### src/rtl/mem_access_unit_if.sv
// CPU-side request/response and memory-side bus signals of mem_access_unit.
// The unit uses the slave modport; the CPU/memory environment uses master.
interface mem_access_unit_if;
    logic        reqValid;
    logic        reqReady;
    logic [31:0] reqAddr;
    logic [31:0] reqWdata;
    logic [2:0]  reqMemOp;
    logic        reqWe;
    logic        respValid;
    logic [31:0] respRdata;
    logic        respErr;
    logic        busValid;
    logic        busReady;
    logic [31:0] busAddr;
    logic [31:0] busWdata;
    logic [3:0]  busWmask;
    logic        busWe;
    logic        busRvalid;
    logic [31:0] busRdata;

    modport master (
        output reqValid, reqAddr, reqWdata, reqMemOp, reqWe,
        output busReady, busRvalid, busRdata,
        input  reqReady, respValid, respRdata, respErr,
        input  busValid, busAddr, busWdata, busWmask, busWe
    );

    modport slave (
        input  reqValid, reqAddr, reqWdata, reqMemOp, reqWe,
        input  busReady, busRvalid, busRdata,
        output reqReady, respValid, respRdata, respErr,
        output busValid, busAddr, busWdata, busWmask, busWe
    );
endinterface

### src/rtl/mem_access_unit.sv
// Byte/half/word load-store unit between a CPU request port and a word memory bus.
// Optional wait timeout enabled by defining MAU_TIMEOUT_EN.
//
// state     | meaning
// S_IDLE    | ready for a request, decode and latch it
// S_ISSUE   | bus request held until busReady
// S_WAIT_RD | load issued, waiting for busRvalid
// S_RESP    | one-cycle good completion
// S_ERR     | one-cycle error completion (bad op, misaligned or timeout)
module mem_access_unit #(
    parameter int unsigned TIMEOUT = 255
) (
    input logic                clk,
    input logic                rstn,
    mem_access_unit_if.slave   mau
);
    typedef enum logic [2:0] {S_IDLE, S_ISSUE, S_WAIT_RD, S_RESP, S_ERR} state_t;

    localparam logic [15:0] TMO_LAST = 16'(TIMEOUT - 1);

    state_t      state_q, state_d;
    logic [31:0] addr_q, wdata_q, rdata_q, rd_shift, load_ext;
    logic [2:0]  op_q;
    logic        we_q, req_bad, tmo_hit, bus_valid;
    logic [4:0]  lane_shift;
    logic [3:0]  mask_raw;

    always_comb begin
        req_bad = 1'b0;
        case (mau.reqMemOp)
            3'd0, 3'd4: req_bad = 1'b0;
            3'd1, 3'd5: req_bad = mau.reqAddr[0];
            3'd2:       req_bad = (mau.reqAddr[1:0] != 2'b00);
            default:    req_bad = 1'b1;
        endcase
    end

    always_comb begin
        state_d = state_q;
        case (state_q)
            S_IDLE:    if (mau.reqValid) state_d = req_bad ? S_ERR : S_ISSUE;
            S_ISSUE: begin
                if (mau.busReady)  state_d = we_q ? S_RESP : S_WAIT_RD;
                else if (tmo_hit)  state_d = S_ERR;
            end
            S_WAIT_RD: begin
                if (mau.busRvalid) state_d = S_RESP;
                else if (tmo_hit)  state_d = S_ERR;
            end
            S_RESP:    state_d = S_IDLE;
            S_ERR:     state_d = S_IDLE;
            default:   state_d = S_IDLE;
        endcase
    end

    always_ff @(posedge clk or negedge rstn) begin
        if (!rstn) state_q <= S_IDLE;
        else       state_q <= state_d;
    end

`ifdef MAU_TIMEOUT_EN
    logic [15:0] tmo_cnt;
    logic        waiting;

    assign waiting = (state_q == S_ISSUE) || (state_q == S_WAIT_RD);

    always_ff @(posedge clk or negedge rstn) begin
        if (!rstn)
            tmo_cnt <= '0;
        else if ((state_d != state_q) && ((state_d == S_ISSUE) || (state_d == S_WAIT_RD)))
            tmo_cnt <= '0;
        else if (waiting)
            tmo_cnt <= tmo_cnt + 16'd1;
    end

    // Fires on the TIMEOUT-th cycle spent waiting in the current state.
    assign tmo_hit = waiting && (tmo_cnt == TMO_LAST);
`else
    logic unused_tmo_last;
    assign unused_tmo_last = ^TMO_LAST;
    assign tmo_hit = 1'b0;
`endif

    assign lane_shift = {addr_q[1:0], 3'b000};
    assign rd_shift   = mau.busRdata >> lane_shift;

    always_comb begin
        load_ext = rd_shift;
        case (op_q)
            3'd0:    load_ext = {{24{rd_shift[7]}}, rd_shift[7:0]};
            3'd1:    load_ext = {{16{rd_shift[15]}}, rd_shift[15:0]};
            3'd4:    load_ext = {24'd0, rd_shift[7:0]};
            3'd5:    load_ext = {16'd0, rd_shift[15:0]};
            default: load_ext = rd_shift;
        endcase
    end

    always_comb begin
        mask_raw = 4'b1111;
        case (op_q)
            3'd0, 3'd4: mask_raw = 4'b0001 << addr_q[1:0];
            3'd1, 3'd5: mask_raw = 4'b0011 << addr_q[1:0];
            default:    mask_raw = 4'b1111;
        endcase
    end

    always_ff @(posedge clk or negedge rstn) begin
        if (!rstn) begin
            addr_q  <= '0;
            wdata_q <= '0;
            op_q    <= '0;
            we_q    <= 1'b0;
            rdata_q <= '0;
        end else begin
            if (state_q == S_IDLE && mau.reqValid) begin
                addr_q  <= mau.reqAddr;
                wdata_q <= mau.reqWdata;
                op_q    <= mau.reqMemOp;
                we_q    <= mau.reqWe;
            end
            // Result register only moves when a completion is about to be presented.
            if ((state_d == S_RESP || state_d == S_ERR) && state_q != state_d)
                rdata_q <= (state_d == S_RESP && state_q == S_WAIT_RD) ? load_ext : 32'd0;
        end
    end

    // Bus fields are gated so they read zero whenever no request is on the bus.
    assign bus_valid    = (state_q == S_ISSUE);
    assign mau.busValid = bus_valid;
    assign mau.busAddr  = bus_valid ? {addr_q[31:2], 2'b00} : 32'd0;
    assign mau.busWdata = bus_valid ? (wdata_q << lane_shift) : 32'd0;
    assign mau.busWmask = (bus_valid && we_q) ? mask_raw : 4'b0000;
    assign mau.busWe    = bus_valid && we_q;

    assign mau.reqReady  = (state_q == S_IDLE);
    assign mau.respValid = (state_q == S_RESP) || (state_q == S_ERR);
    assign mau.respErr   = (state_q == S_ERR);
    assign mau.respRdata = rdata_q;
endmodule

### src/flat_wrapper.sv
// flat-port wrapper written by rule: the top's interface ports become plain ports
module mem_access_unit_flat 
#(
    parameter int unsigned TIMEOUT = 255
)
  (clk, rstn, mau_reqValid, mau_reqAddr, mau_reqWdata, mau_reqMemOp, mau_reqWe, mau_busReady, mau_busRvalid, mau_busRdata, mau_reqReady, mau_respValid, mau_respRdata, mau_respErr, mau_busValid, mau_busAddr, mau_busWdata, mau_busWmask, mau_busWe);
  mem_access_unit_if mau_i ();
  input logic clk;
  input logic rstn;
  input wire logic [$bits(mau_i.reqValid)-1:0] mau_reqValid;
  input wire logic [$bits(mau_i.reqAddr)-1:0] mau_reqAddr;
  input wire logic [$bits(mau_i.reqWdata)-1:0] mau_reqWdata;
  input wire logic [$bits(mau_i.reqMemOp)-1:0] mau_reqMemOp;
  input wire logic [$bits(mau_i.reqWe)-1:0] mau_reqWe;
  input wire logic [$bits(mau_i.busReady)-1:0] mau_busReady;
  input wire logic [$bits(mau_i.busRvalid)-1:0] mau_busRvalid;
  input wire logic [$bits(mau_i.busRdata)-1:0] mau_busRdata;
  output wire logic [$bits(mau_i.reqReady)-1:0] mau_reqReady;
  output wire logic [$bits(mau_i.respValid)-1:0] mau_respValid;
  output wire logic [$bits(mau_i.respRdata)-1:0] mau_respRdata;
  output wire logic [$bits(mau_i.respErr)-1:0] mau_respErr;
  output wire logic [$bits(mau_i.busValid)-1:0] mau_busValid;
  output wire logic [$bits(mau_i.busAddr)-1:0] mau_busAddr;
  output wire logic [$bits(mau_i.busWdata)-1:0] mau_busWdata;
  output wire logic [$bits(mau_i.busWmask)-1:0] mau_busWmask;
  output wire logic [$bits(mau_i.busWe)-1:0] mau_busWe;
  assign mau_i.reqValid = mau_reqValid;
  assign mau_i.reqAddr = mau_reqAddr;
  assign mau_i.reqWdata = mau_reqWdata;
  assign mau_i.reqMemOp = mau_reqMemOp;
  assign mau_i.reqWe = mau_reqWe;
  assign mau_i.busReady = mau_busReady;
  assign mau_i.busRvalid = mau_busRvalid;
  assign mau_i.busRdata = mau_busRdata;
  assign mau_reqReady = mau_i.reqReady;
  assign mau_respValid = mau_i.respValid;
  assign mau_respRdata = mau_i.respRdata;
  assign mau_respErr = mau_i.respErr;
  assign mau_busValid = mau_i.busValid;
  assign mau_busAddr = mau_i.busAddr;
  assign mau_busWdata = mau_i.busWdata;
  assign mau_busWmask = mau_i.busWmask;
  assign mau_busWe = mau_i.busWe;
  mem_access_unit #(.TIMEOUT(TIMEOUT)) u_core (.clk(clk), .rstn(rstn), .mau(mau_i));
endmodule
### config.mk
export PLATFORM = sky130hd
export DESIGN_NAME = mem_access_unit_flat
export DESIGN_NICKNAME = d
export VERILOG_FILES = /design/src/rtl/mem_access_unit_if.sv /design/src/rtl/mem_access_unit.sv /design/src/flat_wrapper.sv
export SDC_FILE = /design/constraint.sdc
export NUM_CORES = 1
export LEC_CHECK = 0
export ABC_AREA = 1
export CAP_MARGIN = 40
export CORE_MARGIN = 4
export CORE_UTILIZATION = 45
export DETAILED_ROUTE_END_ITERATION = 6
export PLACE_DENSITY_LB_ADDON = 0.05
export SLEW_MARGIN = 20
export SYNTH_ARGS = -nofsm -noshare
export SYNTH_HDL_FRONTEND = slang
export SYNTH_SLANG_ARGS = --single-unit
### constraint.sdc
create_clock -name clk -period 2.1 [get_ports clk]
set_clock_uncertainty 0.1 [all_clocks]
set_input_delay 0.21 -clock clk [delete_from_list [all_inputs] [get_ports clk]]
set_output_delay 0.21 -clock clk [all_outputs]
set_load 0.05 [all_outputs]
# Yosys cells after proc, flatten, opt, wreduce, memory -nomap -nowiden

Cells that the tools add are included.

Bits of input ports: 105
Register bits after elaboration: 103
Output and inout bits: 105

Muxes and demuxes: 13
Equal/unequal tests: 14
Reductions and logical operators: 14
Shift operators: 4

Operators by type and width:

| operator                                                           | number |
|---|---|
| 32-bit one-hot mux with 4 select lines                             | 1 |
| 32-bit two-way mux                                                 | 3 |
| 32-bit by 5-bit << shifter with 32-bit output                      | 1 |
| 32-bit by 5-bit >> shifter with 32-bit output                      | 1 |
| 3-bit == test (second input constant)                              | 6 |
| 3-bit by 2-bit == test with 1-bit output (second input constant)   | 4 |
| 3-bit two-way mux                                                  | 4 |
| 3-bit by 1-bit == test with 1-bit output (second input constant)   | 3 |
| 3-bit zero test                                                    | 3 |
| 3-bit one-hot mux with 3 select lines                              | 1 |
| 4-bit one-hot mux with 2 select lines                              | 1 |
| 2-bit OR reduction                                                 | 4 |
| 1-bit logical AND                                                  | 4 |
| 4-bit two-way mux                                                  | 1 |
| 1-bit by 2-bit << shifter with 4-bit output (first input constant) | 1 |
| 2-bit by 2-bit << shifter with 4-bit output (first input constant) | 1 |
| 3-bit inequality test                                              | 1 |
| 1-bit one-hot mux with 3 select lines                              | 1 |
| 1-bit logical OR                                                   | 2 |
| 2-bit nonzero test                                                 | 1 |
| 1-bit two-way mux                                                  | 1 |

# Longest topological paths before layout

Word-level depth: 9
Depth in mapped cells: 10

# Worst setup path before layout

No wires, ideal clock.

Path kind: register -> output
Start: register u_core.state_q[2]
End: output port mau_busWmask[1]
Cell stages (with the launch flop): 6
Buffers on the path: 0
Data required time: 1.790 ns
Data arrival time: 2.365 ns
Path slack: -0.575 ns
Path through: dfrtp_1 nor2_1 nand2_1 nor2_1 inv_1 a21oi_1

Cells in the longest elaborated chain, start to end: 3

RTL lines:

| what                                     | line                   | source |
|---|---|---|
| from (decl)                              | mem_access_unit.sv:21  | `state_t state_q, state_d;` |
| from (signal assigned)                   | mem_access_unit.sv:58  | `else state_q <= state_d;` |
| 3-bit by 1-bit == test with 1-bit output | mem_access_unit.sv:128 | `assign bus_valid = (state_q == S_ISSUE);` |
| 1-bit logical AND                        | --                     |  |
| via mau_busWe                            | flat_wrapper.sv:26     | `output wire logic [$bits(mau_i.busWe)-1:0] mau_busWe;` |
| 4-bit two-way mux                        | mem_access_unit.sv:132 | `assign mau.busWmask = (bus_valid && we_q) ? mask_raw : 4'b0000;` |
| to (decl)                                | flat_wrapper.sv:25     | `output wire logic [$bits(mau_i.busWmask)-1:0] mau_busWmask;` |

The timed path passes the listed nets, and every way through them passes these cells.

# Worst setup path in the final report

Start: register u_core.state_q[1]
End: output port mau_busWdata[29]

Cells in the longest elaborated chain, start to end: 2

RTL lines:

| what                                     | line                   | source |
|---|---|---|
| 3-bit by 1-bit == test with 1-bit output | mem_access_unit.sv:128 |  |
| 32-bit two-way mux                       | mem_access_unit.sv:131 | `assign mau.busWdata = bus_valid ? (wdata_q << lane_shift) : 32'd0;` |
| to (decl)                                | flat_wrapper.sv:24     | `output wire logic [$bits(mau_i.busWdata)-1:0] mau_busWdata;` |

Every way passes these cells.

==> reports/qor.yml <==
status: "complete, but fails checks"
violations: "negative setup slack"
clock_power_share_pct: 12.3
p_sw_share_pct: 48.9
area_growth_syn_to_layout_pct: 62.7
synth-compound-area-share_pct: 13.0
cts.clk_slew.worst_paths_ps: 70
clock_path_buffers: 2
drive_gt1_share_pct: 18.3
synth_top_family_by_area: "simple AND/OR/NAND/NOR gates"
dp_slack_ps: 163
multi_input_area_um2: 2620
die-area_um2: 14200
crit_path_start: "u_core.state_q[1]"
clk_latency_ps: 350
place_congestion: 0.952
final-setup-viol-count: 7
clk_root_buffer_cell: "clkbuf_16"
synth_xor_area_share_pct: 0
critPathSlowestCell: "dfrtp_1"
p_per_area_nw_per_um2: 1630
slew_headroom_pct: 64.9
grt_usage_pct: 26.2
path_cells: "nor2_2 > nand2_2 > buf_4 > a211oi_2 > buf_12"
grt_pass1_wl_um: 29700
via_per_inst: 5.19
antenna_cells: 0
reg2reg_to: "u_core.mau.respRdata[31]"
fillers: 915
path_class: "register to output pin"
grtUsageMet3_pct: 6.55
ys_ff_latch: 103
pwr-share-comb_pct: 65.4
grt_antenna_before_repair: 0
rsz0062_at_grt: "true"
stdcell_count: 1112
cp.arrival_ps: 1810
finalNetCount: 1044
r2r_slack_ps: 210
seq_area_frac_synth_pct: 46.2
die_x_um: 119
htree_levels: 3
grt.overflow.total: 0
final.setup.tns_ps: -80.9
path_buf_inv: 2
io_buffers: 207
ir_drop_uv: 846
fin_crit_sh_pct: 101
use_met2_pct: 44.2
place_hpwl_um: 13600
drc: 0
syn_area_per_cell_um2: 7.45
cts.sinks: 103
cts_buffers: 9
leakagePower_nw: 4.11
fin_crit_ps: 2120
top_usage_layer: "met2"
setup_ws_ps: -18.7
hold_viol_final: 0
cts_tree: "done"
drv_cap: 0
io_pins: 210
register_area_um2: 2580
dp_cells: 1092
switchingPower_mw: 7.23
firstDrtPassIters: 5
holdWs_ps: 306
drv_slew: 0
crit_fanout: 12
syn-instance-count: 748
ys_warn_count: 0
end_kind: "output pin"
synth-adder-area-share_pct: 0
critical_path_depth: 5
endpoint: "mau_busWdata[29]"
rr_worst_depth: 8
p_int_mw: 7.54
r2r_start: "u_core.addr_q[0]"
routed_wl_um: 18400
ant_nets: 0
hold_path_class: "primary input to register"
synth-simple-area-share_pct: 28.6
worst_pin_slew_ps: 524
p_seq_share_pct: 22.3
core_area_um2: 12100
drt_iter0_drc: 541
fp.dieH_um: 119
slowest_delay_ps: 440
initial_core_util_pct: 46.2
met1_usage_pct: 32.3
synth_area_um2: 5580
cpLargestDelayFamily: "flip-flops"
grt_max_degree: 57
start_kind: "register"
yosysUniqueCellTypes: 27
clock.fmax_mhz: 472
muxShareOfSynthArea_pct: 1.82
grt_pass1_vias: 5787
rows: 40
wire_per_inst_um: 16.6
num_vias: 5774
cp.required_ps: 1790
## final cells by class
class	count	area share (%)
tap	168	2.32
clock buffer	11	2.68
multi-input combinational	517	28.8
clock inverter	5	0.896
inverter	73	3.10
timing repair buffer	235	33.8
sequential	103	28.4
## cell usage after synthesis
master / count / area (um2)
nor3_1: 6 / 30.0
conb_1: 1 / 3.75
nor2_4: 1 / 11.3
nand3_4: 1 / 17.5
nand3_2: 1 / 10.0
nand2_1: 204 / 766
dfrtp_1: 103 / 2580
buf_2: 23 / 115
a211oi_1: 17 / 128
nand2_4: 2 / 22.5
o21ai_0: 82 / 410
clkbuf_1: 21 / 78.8
inv_2: 4 / 15.0
nand3_1: 86 / 430
mux2_1: 9 / 101
buf_4: 8 / 60.1
nand4_1: 1 / 6.26
o21ai_1: 26 / 130
a21oi_1: 11 / 55.1
or2_2: 8 / 50.1
buf_6: 4 / 45.0
nor2_1: 53 / 199
nor3_2: 2 / 20.0
inv_4: 1 / 6.26
inv_1: 68 / 255
nand2_2: 3 / 18.8
nor2_2: 2 / 12.5
## through the flow
step | power, mW | utilization [%] | cell area [um2]
2_1_floorplan | 9.01 | - | 5690
3_3_place_gp | 12.5 | 71.6 | 8640
3_5_place_dp | 12.7 | 71.6 | 8640
4_1_cts | 14.7 | 74.7 | 9010
5_1_grt | 15.7 | 75.2 | 9070
6_report | 14.8 | 75.2 | 9070
## power by group through the flow
| stage | logic [mW] | registers (mW) | clock network, mW |
|---|---|---|---|
| 6_report | 9.65 | 3.29 | 1.82 |
| 4_1_cts | 9.54 | 3.28 | 1.86 |
| 3_3_place_gp | 9.25 | 3.28 | 0 |
| 2_1_floorplan | 5.16 | 3.85 | 0 |
| 3_5_place_dp | 9.40 | 3.33 | 0 |
| 5_1_grt | 10.3 | 3.38 | 1.94 |
## worst min-delay path by stage
stage                          startpoint           endpoint  slack [ps]  cells after the start
after detailed placement             rstn  u_core.wdata_q[3]          90                      1
after global placement               rstn  u_core.wdata_q[3]          90                      1
final                      mau_reqAddr[3]   u_core.addr_q[3]         310                      3
after global routing      mau_reqWdata[6]  u_core.wdata_q[6]         310                      3
after CTS                  mau_reqAddr[3]   u_core.addr_q[3]         290                      3
after floorplan                      rstn   u_core.addr_q[0]        -190                      0
## metal layers
layer / wire length, um / part of all wire [%]
met1: 7400 / 40
met2: 9340 / 51
met3: 1260 / 6.8
met4: 442 / 2.4
met5: 0 / 0
## cell families after synthesis
| group | count (synthesis) |
|---|---|
| buf+inv | 129 |
| compound gates | 136 |
| flops | 103 |
| other cells | 1 |
| simple gates | 370 |
| mux | 9 |
## cell usage in the layout (no fill, tap or decap), types with 9 or more instances in the layout
cell and count:
a21oi_2 10, o21ai_0 78, buf_12 76, o21ai_1 30, inv_1 68, clkbuf_16 9, a211oi_1 9, dfrtp_1 101
nand2_1 203, nand3_1 86, clkdlybuf4s50_1 135, nor2_2 9, nor2_1 41, buf_4 21, mux2_1 9
## timing repair
item | 4_1_cts | 5_1_grt
setup buffers | 2 | 1
pin swaps | 1 | 0
hold buffers | 1 | 0
endpoints found under the hold margin | 31 | 0
gates resized for setup | 8 | 12
setup endpoints to repair | 35 | 30
## worst reg2reg max path, delay by kind of cell (launching register included)
family / cells / cell delay, ps
buf+inv: 2 / 270
flops: 1 / 430
simple gates: 6 / 990
## state kept, by name, summed over array words and instances (netlist names)
register,flops
u_core.state_q,3
u_core.wdata_q,32
u_core.op_q,3
u_core.mau.respRdata,32
u_core.we_q,1
u_core.addr_q,32
Power figures use the tool's default switching activity.
==> patch: new RTL, same flow settings <==
The 5 states of `state_t` get a one-hot encoding in 5 bits.
--- a/src/rtl/mem_access_unit.sv
+++ b/src/rtl/mem_access_unit.sv
@@ -16,3 +16,3 @@
 );
-    typedef enum logic [2:0] {S_IDLE, S_ISSUE, S_WAIT_RD, S_RESP, S_ERR} state_t;
+    typedef enum logic [4:0] {S_IDLE = 5'b00001, S_ISSUE = 5'b00010, S_WAIT_RD = 5'b00100, S_RESP = 5'b01000, S_ERR = 5'b10000} state_t;
 
Function: no difference found for any inputs over 4 cycles, from zero or initial values and one cycle with rstn low; so few cycles prove little.
==> patch against the original RTL <==
The flow still finishes with violations (negative setup slack). Count of clock-buffer cells in the layout unchanged. Utilization up 2.1 points. Final area up 7.0%. Sequential share of layout area down 1.3 points. Critical path type unchanged. Largest cell class unchanged. Routed wire length up 8.4%. Power down 24%. Synthesized area up 3.4%. Non-clock buffer count up 12. Sequential cell count up 2. Highest routed layer unchanged. Setup slack worse by 37 ps.
==> patch: results (changes against the original RTL) <==
Power and ir drop
  • Peak supply drop: 0.610 mV (-28%)
  • P_int: 6.10 mW (-19%)
  • P_leak: 4.31 nW (+5.1%)

Hold path
  • Worst Hold Class: in -> async

Synthesis
  • Register area share after synthesis: 45.6% (-0.65 points)
  • Top post-synthesis cells by area: dfrtp_1 45%, nand2_1 13%, inv_1 5.0%, o21ai_0 4.9%, nand3_1 4.5%
  • Post-synth top cells: 198 x nand2_1, 104 x dfrtp_1, 77 x inv_1
  • Yosys cell types: 33 (+22%)

Outcome
  • Failing checks: negative setup slack
  • Status: finished with violations

Worst setup path
  • Reg2reg start: u_core.state_q[3]
  • Worst Path Arrival: 1850 ps (+40 ps)

Global routing
  • Largest net degree at the start of global routing: 129 (+130%)
  • GRT met1 Usage: 32.2% (-0.10 points)
  • Vias in the first global route: 6204 (+7.2%)
  • GRT met2 Usage: 46.0% (+1.7 points)
  • Met3 Use GR: 7.93% (+1.4 points)

Route
  • Initial DRC Count: 621 (+15%)
  • Drt pass-1 iters: 7 (+2)
  • Metal3 WL: 1770 um (+40%)
  • Wire length on met1: 7600 um (+2.6%)
  • WL met2: 10100 um (+8.1%)
  • Via count: 6082 (+5.3%)

Cells and area
  • Sequential share of cell area: 27.1% (-1.3 points)
  • Layout cells sized above 1: 24.2% (+5.9 points)
  • Final Util: 77.3% (+2.1 points)
  • Multi-input combinational cell count: 518 (+0.19%)
  • Signal inverters: 81 (+11%)
  • Multi-input combinational area share: 30.4% (+1.6 points)

CTS
  • Post-CTS Resized: 41 (+33)

Timing
  • Accumulated negative setup slack: -203 ps (-122 ps)
  • Setup ws final: -55.9 ps (-37.2 ps)
  • Setup violators final: 7 (unchanged)

Placement
  • Area after DPL: 8770 um^2 (+1.5%)
  • Pre-CTS setup slack: 121 ps (-42.0 ps)
[patch: kinds of logic (layout without fill, tap and decap cells)]
| kind of cell | count (synthesis) | count (layout) | synth area share, % |
|---|---|---|---|
| buf+inv | 136 | 344 | 11.5 |
| flops | 105 | 105 | 45.6 |
| other cells | 1 | 2 | 0.0650 |
| simple gates | 355 | 355 | 27.5 |
| compound gates | 161 | 161 | 15.4 |
[patch: path summary, 6_finish.rpt]
path | end | slack (ps) | cells after the start
max reg2reg | u_core.addr_q[23] | 140 | 8
max in group asynchronous | u_core.mau.respRdata[28] | 1060 | 3
min in group clk | u_core.wdata_q[31] | 310 | 3
min reg2reg | u_core.mau.respRdata[10] | 410 | 2
max | mau_busWdata[25] | -60 | 5
min | u_core.mau.respRdata[17] | 250 | 2
[patch: worst max-delay path: stages, from the launching register on]
cell	delay [ps]
dfrtp_1	420
nor2_4	160
nand3_4	150
bufbuf_16	330
a211oi_4	250
buf_12	180
